## src/rtl/imem_loader.sv

```systemverilog
// Byte-stream program loader: assembles big-endian words, writes them to the
// instruction memory and releases the CPU only after the image checksum matches.
module imem_loader #(
   parameter int DEPTH = 8
) (
   input  logic             clk,
   input  logic             reset_n,
   input  logic             start,
   input  logic             byte_valid,
   input  logic [7:0]       byte_data,
   output logic             byte_ready,
   output logic             imem_we,
   output logic [31:0]      imem_wa,
   output logic [31:0]      imem_wd,
   output logic             cpu_reset_n,
   output logic             done,
   output logic             error,
   output logic [DEPTH:0]   words_loaded
);

   typedef enum logic [2:0] {
      S_IDLE,
      S_HDR,
      S_DATA,
      S_CHK,
      S_DONE,
      S_ERR
   } state_t;

   localparam logic [31:0]    MAX_WORDS = 32'(1) << DEPTH;
   localparam logic [DEPTH:0] ONE       = (DEPTH+1)'(1);

   state_t         state, state_next;
   logic [1:0]     byte_cnt;
   logic [23:0]    shift_q;
   logic [31:0]    csum_q;
   logic [DEPTH:0] n_q;
   logic [31:0]    word;
   logic           fire, word_done;
   logic           clear, wr_word;

   assign fire      = byte_valid & byte_ready;
   assign word      = {shift_q, byte_data};
   assign word_done = fire && (byte_cnt == 2'd3);

   always_ff @(posedge clk or negedge reset_n) begin
      if (!reset_n) state <= S_IDLE;
      else          state <= state_next;
   end

   // NOTE: every always_comb output gets a default first so no path leaves it unassigned (no latch).
   always_comb begin
      state_next = state;
      clear      = 1'b0;
      wr_word    = 1'b0;
      case (state)
         S_IDLE, S_DONE, S_ERR: begin
            if (start) begin
               state_next = S_HDR;
               clear      = 1'b1;
            end
         end
         S_HDR: begin
            if (word_done)
               state_next = (word == 32'd0 || word > MAX_WORDS) ? S_ERR : S_DATA;
         end
         S_DATA: begin
            if (word_done) begin
               wr_word = 1'b1;
               if (words_loaded + ONE == n_q) state_next = S_CHK;
            end
         end
         S_CHK: begin
            if (word_done) state_next = (word == csum_q) ? S_DONE : S_ERR;
         end
         default: state_next = S_IDLE;
      endcase
   end

   // NOTE: status outputs are decoded from state_next into flops, so they change
   // on the same edge as the state and stay glitch-free.
   always_ff @(posedge clk or negedge reset_n) begin
      if (!reset_n) begin
         byte_ready   <= 1'b0;
         imem_we      <= 1'b0;
         imem_wa      <= '0;
         imem_wd      <= '0;
         cpu_reset_n  <= 1'b0;
         done         <= 1'b0;
         error        <= 1'b0;
         words_loaded <= '0;
         byte_cnt     <= '0;
         shift_q      <= '0;
         csum_q       <= '0;
         n_q          <= '0;
      end else begin
         byte_ready  <= (state_next == S_HDR) || (state_next == S_DATA) || (state_next == S_CHK);
         done        <= (state_next == S_DONE);
         error       <= (state_next == S_ERR);
         cpu_reset_n <= (state_next == S_DONE);
         imem_we     <= wr_word;

         if (clear) begin
            words_loaded <= '0;
            csum_q       <= '0;
            byte_cnt     <= '0;
         end

         if (fire) begin
            byte_cnt <= byte_cnt + 2'd1;
            shift_q  <= word[23:0];
         end

         if (state == S_HDR && word_done) n_q <= word[DEPTH:0];

         // Address uses the pre-increment count, so word k lands at byte address k*4.
         if (wr_word) begin
            imem_wa      <= {{(29-DEPTH){1'b0}}, words_loaded, 2'b00};
            imem_wd      <= word;
            words_loaded <= words_loaded + ONE;
            csum_q       <= csum_q ^ word;
         end
      end
   end

endmodule
```

## config.mk

```make
export PLATFORM = sky130hd
export DESIGN_NAME = imem_loader
export DESIGN_NICKNAME = d
export VERILOG_FILES = /design/src/rtl/imem_loader.sv
export SDC_FILE = /design/constraint.sdc
export NUM_CORES = 1
export LEC_CHECK = 0
export BUFFER_PORTS_ARGS = -buffer_cell sky130_fd_sc_hd__buf_2
export CORE_MARGIN = 4
export CORE_UTILIZATION = 55
export DETAILED_ROUTE_END_ITERATION = 10
export GPL_TIMING_DRIVEN = 0
export PLACE_DENSITY = 0.74
export SLEW_MARGIN = 25
export SYNTH_ARGS = -nofsm -noshare
export SYNTH_HDL_FRONTEND = slang
export SYNTH_SLANG_ARGS = --single-unit
export TNS_END_PERCENT = 1
```

## constraint.sdc

```tcl
create_clock -name clk -period 3.2 [get_ports clk]
set_input_delay 0.32 -clock clk [delete_from_list [all_inputs] [get_ports clk]]
set_output_delay 0.32 -clock clk [all_outputs]
set_load 0.05 [all_outputs]
```

==> out/results.ini <==
[synthesis]
netlist_instances=588
synth_edf_count=0
ys_ff_latch=124
synthMuxAreaShare=0.0647
synth_warnings=0
ys.flop_type=dfrtp_1
synthTopCellsByArea=dfrtp_1 (54%), nand2_1 (8.9%), o21ai_0 (6.7%)
synth_xor_area_frac=0.0625
synth_top_family_by_area=simple AND/OR/NAND/NOR gates
synthesis.area_mm2=0.00575
synth_top_cell_by_area=dfrtp_1
yosys.area_share.adder=0.00436
synth-simple-area-share=0.181
seq_area_frac_synth=0.540
synth_compound_area_frac=0.0965
async_flop_share=1.00
avgSynthCellArea_um2=9.77
synth_cell_types=47
yosysTopAreaCellShare=0.540

[setup_path]
crit_type=register to register
critPathRequiredTime_ps=3620
endpoint_kind=register
path_max_fanout=10
cp-start-kind=register
worstPathArrival_ps=2900

[clocking]
cts_tree=built
clkLatencyLatePin_ps=520
ctsHoldBuffers=1
postCtsResizedCells=0
cts-htree-levels=4
numCtsBuffers=17
cts_buffer_depth=2
postCtsSetupBuffers=0
cts_root_buffer=clkbuf_8
clock-sinks=124
clk_pin_slew_ps=60

[finish]
drive_gt1_frac=0.234
num_antenna_cells=0
design_area_mm2=0.00697
synthToLayoutAreaGrowth_pct=21.4
num-fill-cells=799
layout.nets=711

[floorplan]
die_y_um=110
start_util=0.562
fp-row-count=37
die_x_um=110
io_pins=90
die-area_mm2=0.0121
coreArea_mm2=0.0102

[global_route]
grt_pass1_wl_um=22800
antenna_found_initial=0
grt_pass1_vias=4550
grt-ovfl-total=0
grt_usage=0.246
grt_max_degree=67

[route]
via_per_inst=5.43
drc=0
drtPass1Iterations=6
post_drt_wl_per_cell_um=16.4
vias=4592
wl_um=13900
drtIter0Drc=413
postRouteAntennaNets=0

[pwr]
powerDensity_mw_per_mm2=695
vdd_drop_max_v=0.000336
p_comb_frac=0.170
switching_share=0.302
clkPwrFrac=0.394
p_int_w=0.00338
p_sw_w=0.00147
leakage_nw=3.63
p_seq_frac=0.435

[sta]
worst_pin_slew_ps=711
setup_tns_ps=0
hold_viol=0
finalSetupViolations=0
finalMaxSlewViolations=0
clock_skew_ps=5.72
rsz0062_at_grt=false
slew_headroom=0.525
fmax_ghz=0.403
fin_crit_sh=0.775
layout_min_cycle_time_ps=2480

[flow_run]
cap_violations=0

[worst_hold_path]
hold_path_class=primary input to register

[placed_design]
hpwl_um=9590
place_congestion=0.853
portBuffers=66
dpl-instance-area_mm2=0.00637

[status]
status=completed

-- sequential cells by signal, indices dropped and copies added (netlist names), 2 cells and up --
signal,cells
imem_wd,32
words_loaded,9
byte_cnt,2
imem_wa,9
state,3
n_q,9
csum_q,32
shift_q,24
-- worst max-delay path, stage by stage, from the launching register on --
cell	delay, ps
dfrtp_1	390
ha_1	210
nand4bb_1	110
or2_1	220
clkbuf_1	210
inv_2	100
buf_2	240
buf_1	490
nand2_1	170
o21ai_0	240
-- cells by family (layout without fill, tap and decap cells) --
family | after synthesis | after routing
other | 1 | 23
AOI/OAI and AO/OA | 100 | 100
adders and majority gates | 2 | 2
DFF | 124 | 124
xor gates and xnor gates | 41 | 41
muxes | 33 | 33
and+or+nand+nor | 235 | 235
buffers and inverters | 52 | 152
-- synth_stat cells, types with 2 or more instances --
| cell type | count |
|---|---|
| nor3_1 | 2 |
| nor2b_1 | 4 |
| o41ai_1 | 2 |
| and3_1 | 5 |
| clkbuf_1 | 16 |
| o31ai_1 | 2 |
| nor3b_1 | 3 |
| nand3_1 | 10 |
| xnor2_1 | 6 |
| o22ai_1 | 2 |
| xor2_1 | 35 |
| nor4_1 | 14 |
| mux2_2 | 33 |
| nor2_1 | 44 |
| buf_1 | 6 |
| dfrtp_1 | 124 |
| buf_4 | 24 |
| or4_1 | 4 |
| nand2_1 | 136 |
| o21ai_0 | 77 |
| a31oi_1 | 3 |
| o21a_1 | 3 |
| a21oi_1 | 3 |
| ha_1 | 2 |
| nand2b_1 | 2 |
| nand4_1 | 2 |
| buf_2 | 4 |
-- power groups by stage --
stage	Clock (W)	Sequential, W	Combinational, W
detailed placement	0	0.00212	0.000809
global route	0.00201	0.00214	0.000902
floorplan	0	0.00205	0.000599
CTS	0.00194	0.00210	0.000823
finish	0.00191	0.00211	0.000826
global placement	0	0.00210	0.000778
-- layout make-up --
type	instances	area, µm²	share of cell area
Sequential cell	124	3100	0.445
Buffer	51	288	0.0413
Inverter	1	3.75	0.000538
Multi-Input combinational cell	434	2430	0.349
Clock buffer	18	428	0.0614
Clock inverter	14	169	0.0242
Tap cell	136	170	0.0244
Timing Repair Buffer	68	378	0.0542
-- layer usage --
metal,share of wire,track usage,wire [µm],vias to the layer above
met5,0,0,0,-
met4,0.011,0.0862,153,0
met3,0.077,0.0612,1070,17
met2,0.48,0.390,6650,175
met1,0.43,0.330,5980,2232
li1,-,-,-,2168
-- final timing paths --
check | startpoint | to | slack [ps] | depth (start not counted)
setup / recovery | byte_cnt[0] | csum_q[16] | 720 | 9
hold / removal | byte_valid | byte_cnt[1] | 110 | 3
setup reg to reg | byte_cnt[0] | csum_q[16] | 720 | 9
hold reg to reg | imem_wa[7] | imem_wa[7] | 470 | 2
max in group asynchronous | reset_n | words_loaded[4] | 2210 | 3
min in group asynchronous | reset_n | imem_wd[18] | 330 | 2
-- through the flow --
| stage | instances | utilization | hold WS (ps) | setup slack (ps) | power, W |
|---|---|---|---|---|---|
| 6_report | 846 | 0.682 | 106 | 721 | 0.00485 |
| 5_1_grt | 846 | 0.682 | 108 | 550 | 0.00506 |
| 4_1_cts | 846 | 0.682 | 91.7 | 756 | 0.00486 |
| 3_5_place_dp | 813 | 0.622 | 298 | 817 | 0.00293 |
| 3_3_place_gp | 812 | 0.619 | 452 | 267 | 0.00288 |
| 2_1_floorplan | 610 | - | 24.4 | 746 | 0.00265 |
-- cell usage in the layout (no fill, tap or decap), types with 2 or more instances in the layout --
master      count
nand3_1        10
clkinvlp_4      5
o41ai_1         2
nand2b_1        2
nor3b_1         3
dfrtp_1       124
mux2_2         33
bufinv_16       3
clkbuf_16      16
o31ai_1         2
ha_1            2
o21a_1          3
o21ai_0        77
nand4_1         2
xor2_1         35
or4_1           4
nor2b_1         4
clkbuf_1       16
conb_1         23
a21oi_1         3
buf_2          69
nor4_1         14
nor3_1          2
o22ai_1         2
nor2_1         44
a31oi_1         3
clkbuf_8        2
buf_4          24
buf_1           6
nand2_1       136
clkinv_2        3
and3_1          5
inv_6           2
xnor2_1         6
Power figures use the tool's default switching activity.
